$ cat config.mk
export PLATFORM = sky130hd
export DESIGN_NAME = multi_timer_flat
export DESIGN_NICKNAME = d
export VERILOG_FILES = /design/src/rtl/timer_pkg.sv /design/src/rtl/multi_timer_if.sv /design/src/rtl/timer_channel.sv /design/src/rtl/multi_timer.sv /design/src/flat_wrapper.sv
export SDC_FILE = /design/constraint.sdc
export NUM_CORES = 1
export LEC_CHECK = 0
export ABC_AREA = 0
export BUFFER_PORTS_ARGS = -buffer_cell sky130_fd_sc_hd__buf_2
export CAP_MARGIN = 20
export CORE_ASPECT_RATIO = 0.5
export CORE_MARGIN = 2
export CORE_UTILIZATION = 58
export CTS_CLUSTER_DIAMETER = 200
export CTS_CLUSTER_SIZE = 24
export DETAILED_ROUTE_END_ITERATION = 10
export GPL_TIMING_DRIVEN = 0
export PLACE_DENSITY = 0.81
export SLEW_MARGIN = 20
export SYNTH_ARGS = -nofsm -noshare
export SYNTH_HDL_FRONTEND = slang
export SYNTH_SLANG_ARGS = --single-unit
$ cat constraint.sdc
create_clock -name clk -period 3.5 [get_ports clk]
set_clock_uncertainty 0.05 [all_clocks]
set_input_delay 0.35 -clock clk [delete_from_list [all_inputs] [get_ports clk]]
set_output_delay 0.35 -clock clk [all_outputs]
set_load 0.01 [all_outputs]
$ cat src/rtl/timer_pkg.sv
// Shared types and constants for the multi-channel programmable timer.
package timer_pkg;

    // Per-channel sequencing states.
    typedef enum logic [1:0] {
        ST_IDLE     = 2'd0,
        ST_LOAD     = 2'd1,
        ST_COUNTING = 2'd2,
        ST_FIRE     = 2'd3
    } state_t;

    // MODE field encodings; the fourth code behaves as one-shot.
    localparam logic [1:0] MODE_ONESHOT = 2'b00;
    localparam logic [1:0] MODE_RELOAD  = 2'b01;
    localparam logic [1:0] MODE_FREERUN = 2'b10;

    // Byte offsets of the registers inside a channel window.
    localparam logic [3:0] CTRL_OFF   = 4'h0;
    localparam logic [3:0] PRESET_OFF = 4'h4;
    localparam logic [3:0] COUNT_OFF  = 4'h8;
    localparam logic [3:0] STATUS_OFF = 4'hC;

    // Size in bytes of one channel window.
    localparam int CH_STRIDE = 16;

    // CTRL register layout, packed so it maps directly onto wdata[3:0].
    typedef struct packed {
        logic       im;
        logic [1:0] mode;
        logic       en;
    } ctrl_t;

    // Free-run is the only mode that expires silently.
    function automatic logic mode_sets_pending(input logic [1:0] mode);
        return mode != MODE_FREERUN;
    endfunction

    // Auto-reload and free-run restart the count after expiry.
    function automatic logic mode_reloads(input logic [1:0] mode);
        return (mode == MODE_RELOAD) || (mode == MODE_FREERUN);
    endfunction

endpackage

$ cat src/rtl/multi_timer_if.sv
// Memory-mapped device bus between the bridge and the timer block.
interface multi_timer_if;
    logic [31:0] addr;
    logic        we;
    logic [31:0] wdata;
    logic [31:0] rdata;

    // Bridge side drives address/write, timer returns read data.
    modport master (output addr, output we, output wdata, input rdata);
    modport slave  (input addr, input we, input wdata, output rdata);
endinterface

$ cat src/rtl/timer_channel.sv
// One timer channel: CTRL/PRESET/COUNT/STATUS registers and its sequencer.
module timer_channel
    import timer_pkg::*;
#(
    parameter int CNT_W = 32
) (
    input  logic        clk,
    input  logic        reset,
    input  logic        sel,
    input  logic        we,
    input  logic [3:0]  reg_off,
    input  logic [31:0] wdata,
    output logic [31:0] rdata,
    output logic        irq_req
);

    ctrl_t            ctrl;
    logic [CNT_W-1:0] preset;
    logic [CNT_W-1:0] count;
    logic             pending;
    state_t           state;
    state_t           state_nxt;

    logic do_load;
    logic do_decrement;
    logic do_zero;
    logic do_set_pending;
    logic do_clear_en;

    logic wr_ctrl;
    logic wr_preset;
    logic wr_status;
    logic count_last;
    logic unused_wdata;

    assign wr_ctrl    = sel && we && (reg_off == CTRL_OFF);
    assign wr_preset  = sel && we && (reg_off == PRESET_OFF);
    assign wr_status  = sel && we && (reg_off == STATUS_OFF);
    // A preset of zero expires exactly like a preset of one.
    assign count_last = count <= CNT_W'(1);
    // Upper write-data bits are meaningless when CNT_W < 32.
    assign unused_wdata = ^wdata;

    // Sequencer state register.
    // NOTE: clocked state uses non-blocking assignments so every register samples pre-edge values.
    always_ff @(posedge clk) begin
        if (reset) begin
            state <= ST_IDLE;
        end else begin
            state <= state_nxt;
        end
    end

    // Next-state decision; reload modes pass back through LOAD, giving a P+2 period.
    // NOTE: the default assignment at the top keeps every path assigned, so no latch is inferred.
    always_comb begin
        state_nxt = state;
        unique case (state)
            ST_IDLE:     if (ctrl.en) state_nxt = ST_LOAD;
            ST_LOAD:     state_nxt = ST_COUNTING;
            ST_COUNTING: begin
                if (!ctrl.en) begin
                    state_nxt = ST_IDLE;
                end else if (count_last) begin
                    state_nxt = ST_FIRE;
                end
            end
            ST_FIRE:     state_nxt = mode_reloads(ctrl.mode) ? ST_LOAD : ST_IDLE;
        endcase
    end

    // Datapath actions requested by the current state.
    always_comb begin
        do_load        = 1'b0;
        do_decrement   = 1'b0;
        do_zero        = 1'b0;
        do_set_pending = 1'b0;
        do_clear_en    = 1'b0;
        unique case (state)
            ST_IDLE:     ;
            ST_LOAD:     do_load = 1'b1;
            ST_COUNTING: begin
                if (ctrl.en) begin
                    do_zero      = count_last;
                    do_decrement = !count_last;
                end
            end
            ST_FIRE: begin
                do_set_pending = mode_sets_pending(ctrl.mode);
                do_clear_en    = !mode_reloads(ctrl.mode);
            end
        endcase
    end

    // Registers: bus writes to CTRL override the expiry's EN clear, and a
    // pending set beats a simultaneous write-1-to-clear.
    always_ff @(posedge clk) begin
        if (reset) begin
            ctrl    <= '0;
            preset  <= '0;
            count   <= '0;
            pending <= 1'b0;
        end else begin
            if (wr_ctrl) begin
                ctrl <= ctrl_t'(wdata[3:0]);
            end else if (do_clear_en) begin
                ctrl.en <= 1'b0;
            end

            if (wr_preset) begin
                preset <= wdata[CNT_W-1:0];
            end

            if (do_load) begin
                count <= preset;
            end else if (do_zero) begin
                count <= '0;
            end else if (do_decrement) begin
                count <= count - CNT_W'(1);
            end

            if (do_set_pending) begin
                pending <= 1'b1;
            end else if (wr_status && wdata[0]) begin
                pending <= 1'b0;
            end
        end
    end

    // Register read mux, zero-extended to the bus width.
    always_comb begin
        rdata = '0;
        unique case (reg_off)
            CTRL_OFF:   rdata = {28'd0, ctrl};
            PRESET_OFF: rdata = 32'(preset);
            COUNT_OFF:  rdata = 32'(count);
            STATUS_OFF: rdata = {31'd0, pending};
            default:    rdata = '0;
        endcase
    end

    assign irq_req = pending & ctrl.im;

endmodule

$ cat src/rtl/multi_timer.sv
// Multi-channel timer: address decode, read mux and interrupt combining.
module multi_timer
    import timer_pkg::*;
#(
    parameter int          NUM_CH    = 2,
    parameter int          CNT_W     = 32,
    parameter logic [31:0] BASE_ADDR = 32'h0000_7F00
) (
    input  logic              clk,
    input  logic              reset,
    multi_timer_if.slave      bus,
    output logic              irq,
    output logic [NUM_CH-1:0] irq_vec
);

    localparam logic [31:0] SPAN = 32'(CH_STRIDE * NUM_CH);

    logic [31:0]       offset;
    logic              in_range;
    logic [2:0]        ch_idx;
    logic [3:0]        reg_off;
    logic [NUM_CH-1:0] sel;
    logic [31:0]       ch_rdata [NUM_CH];
    logic [31:0]       rdata_mux;
    logic              unused_offset;

    // Subtracting first keeps the range test correct even near the top of the map.
    assign offset        = bus.addr - BASE_ADDR;
    assign in_range      = (bus.addr >= BASE_ADDR) && (offset < SPAN);
    assign ch_idx        = offset[6:4];
    assign reg_off       = {offset[3:2], 2'b00};
    // Byte lanes within a word are ignored.
    assign unused_offset = ^offset[1:0];

    // One-hot channel select from the decoded window.
    always_comb begin
        sel = '0;
        for (int i = 0; i < NUM_CH; i++) begin
            sel[i] = in_range && (ch_idx == 3'(i));
        end
    end

    for (genvar g = 0; g < NUM_CH; g++) begin : g_ch
        timer_channel #(
            .CNT_W (CNT_W)
        ) u_channel (
            .clk     (clk),
            .reset   (reset),
            .sel     (sel[g]),
            .we      (bus.we),
            .reg_off (reg_off),
            .wdata   (bus.wdata),
            .rdata   (ch_rdata[g]),
            .irq_req (irq_vec[g])
        );
    end

    // Read data from the selected channel, zero outside the block.
    always_comb begin
        rdata_mux = '0;
        for (int i = 0; i < NUM_CH; i++) begin
            if (sel[i]) rdata_mux = ch_rdata[i];
        end
    end

    assign bus.rdata = rdata_mux;
    assign irq       = |irq_vec;

endmodule

$ cat src/flat_wrapper.sv
// flat-port wrapper written by rule: the top's interface ports become plain ports
module multi_timer_flat import timer_pkg::*;
#(
    parameter int          NUM_CH    = 2,
    parameter int          CNT_W     = 32,
    parameter logic [31:0] BASE_ADDR = 32'h0000_7F00
)
  (clk, reset, irq, irq_vec, bus_addr, bus_we, bus_wdata, bus_rdata);
  multi_timer_if bus_i ();
  input  logic clk;
  input  logic reset;
  output logic irq;
  output logic [NUM_CH-1:0] irq_vec;
  input wire logic [$bits(bus_i.addr)-1:0] bus_addr;
  input wire logic [$bits(bus_i.we)-1:0] bus_we;
  input wire logic [$bits(bus_i.wdata)-1:0] bus_wdata;
  output wire logic [$bits(bus_i.rdata)-1:0] bus_rdata;
  assign bus_i.addr = bus_addr;
  assign bus_i.we = bus_we;
  assign bus_i.wdata = bus_wdata;
  assign bus_rdata = bus_i.rdata;
  multi_timer #(.NUM_CH(NUM_CH), .CNT_W(CNT_W), .BASE_ADDR(BASE_ADDR)) u_core (.clk(clk), .reset(reset), .bus(bus_i), .irq(irq), .irq_vec(irq_vec));
endmodule
==> flow_summary.toml, run 1 <==
[outcome]
status = "finished, final reports clean"

[worst_setup_path]
worstReg2RegEnd = "u_core.g_ch[0].u_channel.count[31]"
startpoint = "bus_addr[24]"
r2r_slack_ns = 0.45
required_ns = 3.10
crit_path_start_kind = "input port"
critPathKind = "in2out"
cp.arrival_ns = 2.87
cp-end-kind = "primary output"
r2r-start = "u_core.g_ch[0].u_channel.count[2]"
crit_fanout = 10
r2r_cells = 6
timing.critical_path.to = "bus_rdata[15]"

[power_and_ir_drop]
combPwrFrac_pct = 4.3
clkPwrFrac_pct = 50.0
p_int_mw = 2.67
ir_drop_mv = 0.247
power_frac_seq_pct = 45.7
p_leak_nw = 3.46
switching_share_pct = 24.4
p_switching_mw = 0.863
p_per_area_mw_per_mm2 = 390

[clock_network]
cts.sinks = 142
clock_latency_ns = 0.43
cts_setup_buffers = 0
cts_buffer_depth = 2
clk_pin_slew_ns = 0.06
cts_tree = "built"
root_buffer = "clkbuf_16"
hold_buffers = 0
cts_buffers = 17
htree_levels = 4
cts_resized = 0

[global_route]
first_global_vias = 7605
grt_max_degree = 17
gr-total-overflow = 0
grt_pass1_wl_um = 42100
grt.total_usage_pct = 38.2
antenna_found_initial = 0

[die]
ios = 102
core_sq_mm = 0.0129
die_h_um = 86.0
row_count = 29
start_util_pct = 60.5
die_x_um = 168
dieArea_sq_mm = 0.0144

[routing]
wl_per_cell_um = 21.3
vias = 8616
wirelength_um = 28000
ant_nets = 0
drc = 0
via_per_inst = 6.57
firstDrtPassIters = 7
drtIter0Drc = 1318

[place]
postPlaceCellArea_sq_mm = 0.00850
hpwl_um = 20900
port_buffers = 98
place_congestion = 1.03

[synthesis]
synthAdderAreaFrac_pct = 0.963
syn_area_sq_mm = 0.00780
async_flop_share_pct = 0
ys_ff_latch = 142
synthMuxAreaShare_pct = 2.63
synthSimpleGateAreaFrac_pct = 25.8
yosysUniqueCellTypes = 62
synth-main-ff-cell = "dfxtp_1"
synth_edf_count = 0
synth_compound_area_share_pct = 24.6
yosysSeqAreaShare_pct = 36.5
yosysWarnings = 0
synth_top_family_by_area = "simple AND/OR/NAND/NOR gates"
syn_inst = 1012
synth-xor-area-share_pct = 4.38
syn_avg_cell_area_sq_um = 7.71
syn_nets = 1085

[cells_and_area]
stdcell_area_sq_mm = 0.00908
antenna_cells = 0
nNetsFinal = 1202
syn_to_final_growth_pct = 16.4
fillCellCount = 1055
drive_above_1_share_pct = 14.1

[hold_path]
hp-class = "in2reg"

[sta]
tightest_slew_ns = 1.01
relSlewSlack_pct = 32.2
drv_slew = 0
fin_tns_setup_ns = 0
fin_crit_sh_pct = 93.3
fin_crit_ns = 3.27
setup_violations = 0
max_freq_ghz = 0.306
hold_viol = 0
rsz0062_at_grt = "false"

[job]
maxCapViolCount = 0
==> layout by cell type (no fill, tap or decap), drive strengths merged, types with 22 or more instances in the layout <==
cell type | synthesis | layout
and3 | 22 | 22
a21oi | 110 | 110
nor3 | 23 | 23
o22ai | 64 | 64
nor2 | 60 | 60
dfxtp | 142 | 142
nand2 | 169 | 169
clkbuf | 74 | 93
a22oi | 77 | 77
and2 | 35 | 35
buf | 13 | 111
==> per-layer routing <==
layer	vias to the layer above	GRT usage [%]	wire, um
met4	0	10.4	610
met5	-	0	0
li1	3897	-	-
met2	662	54.2	11100
met1	3983	55.9	12100
met3	74	11.3	4170
==> worst max-delay path, cell delays in order <==
cell      delay, ns
buf_2          0.09
nor4_1         0.68
nand4_1        0.21
nor4_2         0.58
buf_2          0.31
clkbuf_1       0.27
and2_1         0.23
buf_2          0.15
==> worst min path at each step <==
stage	from	to	slack [ns]	cells past startpoint
2_1_floorplan	u_core.g_ch[0].u_channel.preset[0]	u_core.g_ch[0].u_channel.preset[0]	0.39	2
3_3_place_gp	u_core.g_ch[0].u_channel.preset[24]	u_core.g_ch[0].u_channel.preset[24]	0.41	2
3_5_place_dp	u_core.g_ch[0].u_channel.preset[24]	u_core.g_ch[0].u_channel.preset[24]	0.41	2
4_1_cts	bus_wdata[30]	u_core.g_ch[0].u_channel.preset[30]	0.13	3
5_1_grt	bus_wdata[30]	u_core.g_ch[0].u_channel.preset[30]	0.15	3
6_report	bus_wdata[17]	u_core.g_ch[0].u_channel.preset[17]	0.14	3
==> stage by stage <==
step                      cells  worst slack [ns]  utilization (%)  total power [mW]  hold slack [ns]
after floorplan            1012              1.03                -              1.71            0.392
after global placement     1280             0.135             66.0              1.80            0.408
after detailed placement   1280             0.108             66.0              1.80            0.415
after CTS                  1311             0.105             70.4              3.51            0.135
after global routing       1311            0.0811             70.5              3.58            0.145
final                      1311             0.234             70.5              3.54            0.142
==> power by group through the flow <==
| stage | Clock (mW) | Sequential [mW] | Combinational (mW) |
|---|---|---|---|
| after floorplan | 0 | 1.65 | 0.0628 |
| after global placement | 0 | 1.65 | 0.143 |
| after detailed placement | 0 | 1.65 | 0.145 |
| after CTS | 1.75 | 1.62 | 0.146 |
| after global routing | 1.81 | 1.62 | 0.158 |
| final | 1.77 | 1.62 | 0.154 |
==> cells in the mapped netlist, types with 2 or more instances <==
library cell	number	area, sq um
buf_4	4	30.0
o311ai_0	5	43.8
a22oi_1	77	578
nand4_1	6	37.5
o211ai_1	2	15.0
o22ai_1	63	394
and2_1	35	219
ha_1	6	75.1
or2_2	4	25.0
o21ai_1	4	20.0
nor4_2	2	25.0
or4_1	6	45.0
clkbuf_1	74	278
a21oi_1	110	551
mux4_2	2	45.0
inv_1	13	48.8
and4_1	2	17.5
nand3_1	14	70.1
nor3_1	22	110
nand2_1	169	634
nor4_1	16	100
nor2_1	60	225
nand4b_1	6	52.6
nor2b_1	8	50.1
nor3b_1	4	30.0
and3_1	22	138
mux2i_1	16	160
o22a_1	2	17.5
xor2_1	20	175
o21ai_0	16	80.1
or3_1	9	56.3
buf_2	7	35.0
xnor2_1	19	166
dfxtp_1	142	2840
a31oi_1	9	56.3
o31ai_1	2	15.0
a221oi_1	3	26.3
nand3b_1	7	52.6
==> cells by family after synthesis <==
kind of cell | after synthesis
AND/OR/NAND/NOR | 403
AO/OA/AOI/OAI | 304
flip-flops | 142
buffers and inverters | 100
XOR/XNOR | 39
multiplexers | 18
adder cells (fa/ha/maj) | 6
==> sequential cells by signal (all words and copies together) (netlist names) <==
register / flops
u_core.g_ch.u_channel.count: 64
u_core.g_ch.u_channel.ctrl: 8
u_core.g_ch.u_channel.preset: 64
u_core.g_ch.u_channel.pending: 2
u_core.g_ch.u_channel.state: 4
==> area by class of cell <==
cell class	count	area, sq um	area share (%)
inverter	13	48.8	0.538
clock inverter	12	115	1.27
multi-input combinational	770	4560	50.2
clock buffer	19	453	4.99
tap	170	213	2.34
timing repair buffer	98	490	5.40
buffer	87	358	3.94
sequential	142	2840	31.3
Power figures use the tool's default switching activity.
==> inputs of run 2 (changes only) <==
Settings changed: CORE_UTILIZATION 58 to 59, PLACE_DENSITY 0.81 to 0.82, SYNTH_HIERARCHICAL set to 1.
==> run 2 against run 1 <==
Net effect:
- the run now ends with design-rule violations left
- core utilization about the same
- clock-buffer cell count increased by 1
- sequential cell count unchanged
- final cell count up 11%
- critical path depth fell by 1
- worst setup slack got worse by 0.056 ns
- area after synthesis increased by 11%
- critical endpoint is now u_core/g_ch[0].u_channel/count[0]
- largest cell class unchanged
- largest power group unchanged
==> flow_summary.toml, run 2 <==
[outcome]
status = "finished, violations left"
violations = "design-rule violations"

[synthesis]
synthTopCellsByCount = "228 x nand2_1, 142 x dfxtp_1, 103 x a21oi_1"
synth.area.top_cells = "dfxtp_1 33%, nand2_1 9.8%, a21oi_1 5.9%, a22o_1 5.6%, nor4_2 4.6%"
synth_most_common_cell = "nand2_1"
ys_ff_latch = 142
yosysSeqAreaShare_pct = 32.7
syn_area_sq_mm = 0.00869
synth-main-ff-cell = "dfxtp_1"
yosys.area.top_type_share_pct = 32.7
syn_avg_cell_area_sq_um = 7.80
syn_inst = 1114
async_flop_share_pct = 0
synth_edf_count = 0
yosysUniqueCellTypes = 60
yosysWarnings = 6
yosysTopAreaCell = "dfxtp_1"

[worst_setup_path]
critPathKind = "reg2reg"
crit_path_start_kind = "register"
path_buf_inv = 1
critical_path.top_delay_family = "simple AND/OR/NAND/NOR gates"
crit_slowest_cell = "nor4_2"
required_ns = 3.74
slowest_delay_ns = 0.79
crit_fanout = 9
cp-end-kind = "register"
cp.arrival_ns = 3.56
path_cells = "or4_1 > or4b_1 > buf_2 > nor4_2 > nor2_1 > a21oi_1 > a211oi_1"

[clock_network]
cts_buffer_depth = 2
clock_latency_ns = 0.43
clk_pin_slew_ns = 0.06
hold_buffers = 0
htree_levels = 4
cts_setup_buffers = 0
cts_tree = "built"
root_buffer = "clkbuf_16"
cts.sinks = 142
cts_resized = 0
cts_buffers = 17

[power_and_ir_drop]
p_switching_mw = 0.859
ir_drop_mv = 0.332
p_leak_nw = 4.05
clkPwrFrac_pct = 54.3
switching_share_pct = 22.0
power_frac_seq_pct = 41.4
p_per_area_mw_per_mm2 = 384
p_int_mw = 3.05
combPwrFrac_pct = 4.4

[global_route]
grt_max_degree = 17
antenna_found_initial = 0
first_global_vias = 8341
gr-total-overflow = 0
grt.total_usage_pct = 39.3
grt_pass1_wl_um = 48000

[die]
ios = 102
dieArea_sq_mm = 0.0158
core_sq_mm = 0.0144
die_h_um = 89.8
start_util_pct = 60.2
row_count = 31
die_x_um = 176

[sta]
fin_crit_ns = 3.32
finalHoldWorstSlack_ns = 0.139
rsz0062_at_grt = "false"
drv_slew = 0
fin_crit_sh_pct = 94.9
fin_tns_setup_ns = 0
max_freq_ghz = 0.301
tightest_slew_ns = 0.927
relSlewSlack_pct = 37.7
hold_viol = 0
setup_violations = 0

[routing]
wirelength_um = 31300
vias = 9489
via_per_inst = 6.54
firstDrtPassIters = 11
ant_nets = 0
wl_per_cell_um = 21.6
drtIter0Drc = 1633
drc = 1

[cells_and_area]
top_regs = "u_core/g_ch.u_channel/count x64, u_core/g_ch.u_channel/preset x64, u_core/g_ch.u_channel/ctrl x8"
final_cell_mix = "228 x nand2_1, 142 x dfxtp_1, 109 x buf_2"
antenna_cells = 0
seq_area_sq_mm = 0.00284
syn_to_final_growth_pct = 17.0
nNetsFinal = 1314
drive_above_1_share_pct = 18.9
fillCellCount = 1204
final_common_cell = "nand2_1"
multiInputGateArea_sq_mm = 0.00542

[place]
port_buffers = 97
hpwl_um = 23900
place_congestion = 1.01

[hold_path]
hp-class = "in2reg"

[job]
maxCapViolCount = 0
run 2: path summary, 6_finish.rpt:
kind | start | end | slack [ns] | cells past startpoint
max | u_core/g_ch[0].u_channel/count[9] | u_core/g_ch[0].u_channel/count[0] | 0.18 | 7
min | bus_wdata[9] | u_core/g_ch[1].u_channel/preset[9] | 0.14 | 3
max reg2reg | u_core/g_ch[0].u_channel/count[9] | u_core/g_ch[0].u_channel/count[0] | 0.18 | 7
min reg2reg | u_core/g_ch[1].u_channel/preset[30] | u_core/g_ch[1].u_channel/preset[30] | 0.43 | 2
run 2: metrics by stage:
step	total power [mW]	util (%)	area, sq um	setup WS, ns	std cells
global route	4.00	70.4	10200	0.0609	1452
detailed placement	1.81	65.6	9460	0.166	1420
CTS	3.90	70.4	10200	0.132	1452
global placement	1.81	65.6	9460	0.199	1420
finish	3.91	70.4	10200	0.178	1452
floorplan	1.73	-	8730	0.770	1125
run 2: power by group through the flow:
| stage | Combinational, mW | Sequential, mW | Clock, mW |
|---|---|---|---|
| 3_5_place_dp | 0.163 | 1.65 | 0 |
| 4_1_cts | 0.164 | 1.62 | 2.12 |
| 6_report | 0.170 | 1.62 | 2.12 |
| 5_1_grt | 0.179 | 1.62 | 2.20 |
| 3_3_place_gp | 0.161 | 1.65 | 0 |
| 2_1_floorplan | 0.0776 | 1.65 | 0 |
run 2: layout make-up:
type / count / area share (%)
inverters: 20 / 0.739
clock buffers: 20 / 4.49
well taps: 198 / 2.44
repair buffers: 97 / 4.78
clock inverters: 12 / 2.27
multi-input cells: 877 / 53.3
flip-flops and latches: 142 / 28.0
plain buffers: 86 / 3.99
run 2: kinds of logic (layout without fill, tap and decap cells):
kind of cell / Yosys count / count (layout) / share of synthesized area (%)
and+or+nand+nor: 522 / 522 / 32.3
AOI/OAI and AO/OA: 273 / 273 / 21.1
DFF: 142 / 142 / 32.7
buffers and inverters: 106 / 235 / 5.53
muxes: 40 / 40 / 5.07
xor gates and xnor gates: 24 / 24 / 2.42
adders and majority gates: 6 / 6 / 0.864
other: 1 / 12 / 0.0432
run 2: worst register-to-register path, cell delays in order, from the launching register on:
cell and delay (ns):
dfxtp_1 0.37, or4_1 0.56, or4b_1 0.50, buf_2 0.19, nor4_2 0.79, nor2_1 0.39, a21oi_1 0.25, a211oi_1 0.09
run 2: routing by layer:
| layer | part of all wire (%) | vias to the layer above | wire, um | track usage (%) |
|---|---|---|---|---|
| li1 | - | 4333 | - | - |
| met1 | 42 | 4431 | 13200 | 59.1 |
| met2 | 43 | 663 | 13500 | 57.2 |
| met3 | 13 | 62 | 4180 | 8.33 |
| met4 | 1.6 | 0 | 506 | 9.50 |
| met5 | 0 | - | 0 | 0 |
